## src/rtl/imm_gen_pkg.sv

```systemverilog
// rtl/imm_gen_pkg.sv - shared encodings for the immediate generator stage
package imm_gen_pkg;

   localparam logic [2:0] FMT_NONE = 3'd0;
   localparam logic [2:0] FMT_I    = 3'd1;
   localparam logic [2:0] FMT_S    = 3'd2;
   localparam logic [2:0] FMT_B    = 3'd3;
   localparam logic [2:0] FMT_U    = 3'd4;
   localparam logic [2:0] FMT_J    = 3'd5;

   localparam logic [6:0] OP_IMM    = 7'b0010011;
   localparam logic [6:0] OP_LOAD   = 7'b0000011;
   localparam logic [6:0] OP_JALR   = 7'b1100111;
   localparam logic [6:0] OP_STORE  = 7'b0100011;
   localparam logic [6:0] OP_BRANCH = 7'b1100011;
   localparam logic [6:0] OP_LUI    = 7'b0110111;
   localparam logic [6:0] OP_AUIPC  = 7'b0010111;
   localparam logic [6:0] OP_JAL    = 7'b1101111;

   typedef enum logic [1:0] {
      ST_EMPTY = 2'd0,
      ST_ONE   = 2'd1,
      ST_TWO   = 2'd2
   } state_t;

endpackage

```

## src/rtl/imm_decode.sv

```systemverilog
// rtl/imm_decode.sv - combinational immediate decode; U/J formats gated by IMM_GEN_UJ_EN
module imm_decode
   import imm_gen_pkg::*;
#(
   parameter int XLEN = 32
) (
   input  logic [31:0]     instr,
   output logic [XLEN-1:0] imm,
   output logic [2:0]      fmt
);

   logic [31:0] raw;
   logic [2:0]  funct3;

   assign funct3 = instr[14:12];

   // Every format is first built as a correctly signed 32-bit value, then widened.
   always_comb begin
      raw = '0;
      fmt = FMT_NONE;
      case (instr[6:0])
         OP_IMM: begin
            fmt = FMT_I;
            if (funct3 == 3'b001 || funct3 == 3'b101)
               raw = (XLEN == 32) ? {27'b0, instr[24:20]} : {26'b0, instr[25:20]};
            else
               raw = {{20{instr[31]}}, instr[31:20]};
         end
         OP_LOAD, OP_JALR: begin
            fmt = FMT_I;
            raw = {{20{instr[31]}}, instr[31:20]};
         end
         OP_STORE: begin
            fmt = FMT_S;
            raw = {{20{instr[31]}}, instr[31:25], instr[11:7]};
         end
         OP_BRANCH: begin
            fmt = FMT_B;
            raw = {{19{instr[31]}}, instr[31], instr[7], instr[30:25], instr[11:8], 1'b0};
         end
`ifdef IMM_GEN_UJ_EN
         OP_LUI, OP_AUIPC: begin
            fmt = FMT_U;
            raw = {instr[31:12], 12'b0};
         end
         OP_JAL: begin
            fmt = FMT_J;
            raw = {{11{instr[31]}}, instr[31], instr[19:12], instr[20], instr[30:21], 1'b0};
         end
`endif
         default: begin
            raw = '0;
            fmt = FMT_NONE;
         end
      endcase
   end

`ifndef IMM_GEN_UJ_EN
   logic unused_rs1;
   assign unused_rs1 = ^instr[19:15];
`endif

   assign imm = XLEN'($signed(raw));

endmodule

```

## src/rtl/imm_gen_stage.sv

```systemverilog
// rtl/imm_gen_stage.sv - registered immediate generator with 2-entry skid buffer; IMM_GEN_UJ_EN enables U/J
module imm_gen_stage
   import imm_gen_pkg::*;
#(
   parameter int XLEN = 32
) (
   input  logic            clk_i,
   input  logic            rst_i,
   input  logic            flush_i,
   input  logic            valid_i,
   output logic            ready_o,
   input  logic [31:0]     instr_i,
   output logic            valid_o,
   input  logic            ready_i,
   output logic [XLEN-1:0] imm_o,
   output logic [2:0]      fmt_o
);

   state_t          state, state_nxt;
   logic [XLEN-1:0] dec_imm, out_imm, skid_imm;
   logic [2:0]      dec_fmt, out_fmt, skid_fmt;
   logic            push, pop;
   logic            load_out, load_skid, skid_to_out;

   imm_decode #(.XLEN(XLEN)) u_decode (
      .instr (instr_i),
      .imm   (dec_imm),
      .fmt   (dec_fmt)
   );

   assign valid_o = (state != ST_EMPTY);
   assign ready_o = (state != ST_TWO);
   assign push    = valid_i && ready_o;
   assign pop     = valid_o && ready_i;

   always_ff @(posedge clk_i or posedge rst_i) begin
      if (rst_i)
         state <= ST_EMPTY;
      else
         state <= state_nxt;
   end

   always_comb begin
      state_nxt   = state;
      load_out    = 1'b0;
      load_skid   = 1'b0;
      skid_to_out = 1'b0;
      if (flush_i) begin
         state_nxt = ST_EMPTY;
      end else begin
         case (state)
            ST_EMPTY: begin
               if (push) begin
                  state_nxt = ST_ONE;
                  load_out  = 1'b1;
               end
            end
            ST_ONE: begin
               if (push && !pop) begin
                  state_nxt = ST_TWO;
                  load_skid = 1'b1;
               end else if (push && pop) begin
                  load_out = 1'b1;
               end else if (pop) begin
                  state_nxt = ST_EMPTY;
               end
            end
            ST_TWO: begin
               // No push is possible here since ready_o is low.
               if (pop) begin
                  state_nxt   = ST_ONE;
                  skid_to_out = 1'b1;
               end
            end
            default: state_nxt = ST_EMPTY;
         endcase
      end
   end

   always_ff @(posedge clk_i or posedge rst_i) begin
      if (rst_i) begin
         out_imm  <= '0;
         out_fmt  <= FMT_NONE;
         skid_imm <= '0;
         skid_fmt <= FMT_NONE;
      end else begin
         if (load_out) begin
            out_imm <= dec_imm;
            out_fmt <= dec_fmt;
         end else if (skid_to_out) begin
            out_imm <= skid_imm;
            out_fmt <= skid_fmt;
         end
         if (load_skid) begin
            skid_imm <= dec_imm;
            skid_fmt <= dec_fmt;
         end
      end
   end

   assign imm_o = out_imm;
   assign fmt_o = out_fmt;

endmodule

```

## config.mk

```make
export PLATFORM = sky130hd
export DESIGN_NAME = imm_gen_stage
export DESIGN_NICKNAME = d
export VERILOG_FILES = /design/src/rtl/imm_gen_pkg.sv /design/src/rtl/imm_decode.sv /design/src/rtl/imm_gen_stage.sv
export SDC_FILE = /design/constraint.sdc
export NUM_CORES = 1
export LEC_CHECK = 0
export BUFFER_PORTS_ARGS = -buffer_cell sky130_fd_sc_hd__buf_2
export CAP_MARGIN = 20
export CORE_MARGIN = 1
export CORE_UTILIZATION = 50
export CTS_CLUSTER_SIZE = 40
export DETAILED_ROUTE_END_ITERATION = 8
export PLACE_DENSITY = 0.83
export SLEW_MARGIN = 20
export SYNTH_ARGS = -nofsm -noshare
export SYNTH_HDL_FRONTEND = slang
export SYNTH_SLANG_ARGS = --single-unit
```

## constraint.sdc

```tcl
create_clock -name clk_i -period 3.1 [get_ports clk_i]
set_input_delay 0.155 -clock clk_i [delete_from_list [all_inputs] [get_ports clk_i]]
set_output_delay 0.155 -clock clk_i [all_outputs]
set_load 0.005 [all_outputs]
```

==> impl.org <==
** Place
- Buffers placed on the I/O ports in this run total 66.
- Final weighted congestion in routability-driven placement :: about 0.76
- The wire-length estimate of the detail-placed layout is about 2900 um.

** Setup path
- The endpoint identified for the worst register-to-register timing path is imm_o[30].
- Data on the critical path arrives at its endpoint at between 2000 and 2500 ps.
- Crit. End Element :: register
- STA classifies the critical path startpoint as a register.
- Worst Reg2Reg Path Length in Cells :: 4
- Ordered cell list for the critical path :: nand4bb_1, nand2_1, a2bb2oi_1, o21ai_2
- Origin of the critical flop-to-flop path :: state[0]
- The largest individual stage delay along the critical path comes from the cell sky130_fd_sc_hd__nand4bb_1.
- The setup path with the least slack is of type register to register.
- For the worst setup path, the data required time is about 3300 ps.
- Peak fanout along the critical path :: 13
- Critical path's largest stage delay :: ~650 ps
- R2r setup slk :: 1230 ps

** Yosys
- In the synthesized netlist the dominant register cell turns out to be sky130_fd_sc_hd__dfrtp_1.
- Most frequent cells after synthesis :: 53 x sky130_fd_sc_hd__nand2_1, 32 x sky130_fd_sc_hd__dfrtp_1, 22 x sky130_fd_sc_hd__buf_4, 11 x sky130_fd_sc_hd__a31oi_1, 10 x sky130_fd_sc_hd__o21ai_2
- The number of nets handed over by synthesis was 240.
- Of all flip-flops after synthesis, the portion carrying an async set or reset was 100%.
- The Yosys step of the flow raised 0 warnings.
- The synthesized design devotes to its leading area cell type between 40% and 50% of total area.
- Sequential cells were found to cover around 42% of the synthesized design area.
- The largest total area in the synthesized netlist belongs to sky130_fd_sc_hd__dfrtp_1.
- In the post-synthesis netlist, the cell with the most instances is sky130_fd_sc_hd__nand2_1.
- Synthesis handed over a netlist of between 200 and 250 instances.
- The synthesized design contains 0 enable-type register cells.
- Top cells by area in the synthesized netlist :: sky130_fd_sc_hd__dfrtp_1 42%, sky130_fd_sc_hd__nand2_1 10%, sky130_fd_sc_hd__buf_4 8.7%
- Averaged over all synthesized cells, the footprint is 9.36 sq um.
- Counting flops and latches in the post-synthesis netlist gives 32.
- After synthesis the cells add up to about 1900 sq um.
- In this run, distinct cell masters in the synthesized netlist total 39.

** STA
- Number of failing hold endpoints at the final stage :: 0
- Clock Skew :: about 9.9 ps
- At the pin with the least slew margin, the transition time is about 850 ps.
- The final max-slew violation count came to 0.
- Remaining max-slew budget at the tightest pin :: 43.0%
- Setup repair after global routing left no endpoint under its margin.
- Period minus WS final :: 1870 ps
- Post-Route Hold Slack :: 105 ps
- Static timing analysis puts the maximum clock frequency at around 0.53 GHz.
- Ratio of final minimum period to clock period :: between 60 and 70%
- Setup-failing EPs final :: 0
- Summed negative setup slack over all endpoints :: 0 ps

** Cells and area
- Summing all flip-flop and latch instances after layout gives 801 sq um.
- Multi-input gate area in the final layout :: slightly below 900 sq um
- Number of nets in the layout :: about 290
- The post-route netlist has between 30 and 40% of its cells at a drive strength greater than 1.
- Once layout is complete, the utilization of the core stands at about three fifths.
- Compared with the post-synthesis result, the final layout area differs by 17.3%.
- The repair_antennas step left the layout with diodes totalling 0.
- After filler insertion, the fill cell instance count of the layout stands at 309.

** Drt
- Initial DRC Count :: 82
- For this block, the routed nets add up to ~4300 um of wire.
- Total number of vias :: between 1500 and 2000
- The first detailed-routing pass took 4 iterations.
- For this run, design rule violations remaining after detail routing come to 0.
- Post-route ant nets :: 0
- Wirelength per Cell :: ~14 um
- Using the TritonRoute via totals, the vias-per-cell ratio works out to ~5.4.

** Floorplanning
- Die outline area :: around 4000 sq um
- The floorplan has 22 rows.
- between 70 and 80 I/O pins were placed.
- Die outline width :: between 60 and 70 um
- In this run the vertical extent of the chip is 63.6 um.
- Area of the core :: about 3700 sq um
- Initial Util :: between 50% and 60%

** Clock network
- The later pin in the worst-skew pair is clocked with a latency of ~290 ps.
- The H-tree generated during clock tree synthesis spans 2 levels.
- Number of buffers on the longest clock path :: 2
- Clock-pin slew was measured on the worst setup and hold paths at approximately 70 ps.
- CTS tree :: built
- For this design, the sink count on the clock tree is 32.
- Counting the buffers created by CTS gives 5.
- Clock root cell :: sky130_fd_sc_hd__clkbuf_8

** Hold path
- Hold path startpoint :: instr_i[30]
- The worst hold path terminates at imm_o[10].
- Hold path cells :: 3
- The worst hold path belongs to the class input pin to register.

** Power and ir drop
- Register share of total power :: between 40 and 50%
- The clock network burns between 40% and 50% of the power.
- Switching Share :: between 20 and 25%
- VDD IR max :: about 0.32 mV
- In this run, the combinational gates consume between 10% and 20% of the power.
- Summed over all nets, the switching power comes to 274 uW.
- The internal power of the cells totals 826 uW.
- Leakage :: 1.12 nW
- Power per cell area :: 494 nW/um^2

** Global route
- First-pass GRT wire length :: roughly 7000 um
- The initial antenna violation count is 0.
- In the global route stage, overall resource usage came out at about a quarter.
- Largest net degree at the start of global routing :: 33
- Summed over all layers, the global routing overflow is 0.
- Vias in the first global route :: 1555

** Flow run
- Max-cap violations in this run came to 0.

** Outcome
- Result of the run :: finished clean
[cell usage in the layout (no fill, tap or decap), drive strengths merged, types with 2 or more instances in the layout]
cell type and instances:
nor2b 2, and3 6, nand2 53, a21oi 6, dfrtp 32, a2bb2oi 7
nor2 9, a211oi 2, a31oi 11, a22oi 2, nand3b 2, o21ai 20
nor3 4, nand3 3, clkbuf 7, nand2b 4, buf 68
[layer usage]
layer	vias to the layer above	part of all wire (%)	track usage [%]
li1	783	-	-
met1	779	41	26.4
met2	59	52	41.5
met4	0	1.6	9.94
met3	7	5.2	5.98
met5	-	0	0
[cells by family (layout without fill, tap and decap cells)]
family,after synthesis,count (layout),share of synthesized area [%]
and+or+nand+nor,89,89,25.8
AOI/OAI and AO/OA,50,50,19.5
DFF,32,32,42.2
buffers and inverters,29,78,11.4
other,1,1,0.197
xor gates and xnor gates,1,1,0.461
muxes,1,1,0.527
[critical path: cells and delay by family (launching register included)]
family | cells | cell delay [ps]
AND/OR/NAND/NOR | 2 | 920
flip-flops | 1 | 480
AO/OA/AOI/OAI | 2 | 320
[flip-flops by register name, indices dropped and copies added (netlist names)]
name and cells:
imm_o 13, skid_imm 13, fmt_o 2, skid_fmt 2, state 2
[cell type report]
| type | count | area share (%) |
|---|---|---|
| Inverter | 1 | 0.168 |
| Timing Repair Buffer | 69 | 15.9 |
| Multi-Input combinational cell | 142 | 39.6 |
| Tap cell | 48 | 2.70 |
| Clock buffer | 7 | 4.32 |
| Clock inverter | 1 | 1.35 |
| Sequential cell | 32 | 35.9 |
[power by group through the flow]
stage / sequential [mW] / clock [mW] / combinational (mW)
after floorplan: 0.493 / 0 / 0.107
after global placement: 0.493 / 0 / 0.164
after detailed placement: 0.495 / 0 / 0.169
after CTS: 0.488 / 0.444 / 0.172
after global routing: 0.495 / 0.463 / 0.192
final: 0.489 / 0.441 / 0.170
[how the worst max path moves through the flow]
| stage | from | endpoint | cells past startpoint |
|---|---|---|---|
| after global placement | state[0] | imm_o[6] | 4 |
| after detailed placement | state[0] | imm_o[5] | 4 |
| after global routing | state[0] | imm_o[30] | 4 |
| after CTS | state[0] | imm_o[30] | 4 |
| after floorplan | state[1] | imm_o[30] | 5 |
| final | state[0] | imm_o[30] | 4 |
[through the flow]
step / setup WS [ps] / instance area, sq um / power [mW] / cells
finish: 1230 / 2230 / 1.10 / 300
global route: 1140 / 2230 / 1.15 / 300
CTS: 1220 / 2230 / 1.10 / 300
detailed placement: 1310 / 2090 / 0.664 / 291
global placement: 1350 / 2090 / 0.657 / 291
floorplan: 1690 / 1900 / 0.601 / 203
[what timing repair did]
action	in CTS	in global routing
endpoints found under the hold margin	32	0
hold buffers	1	0
buffers inserted	0	0
resized for setup	0	0
Note: power is estimated with default switching activity, not from simulation.
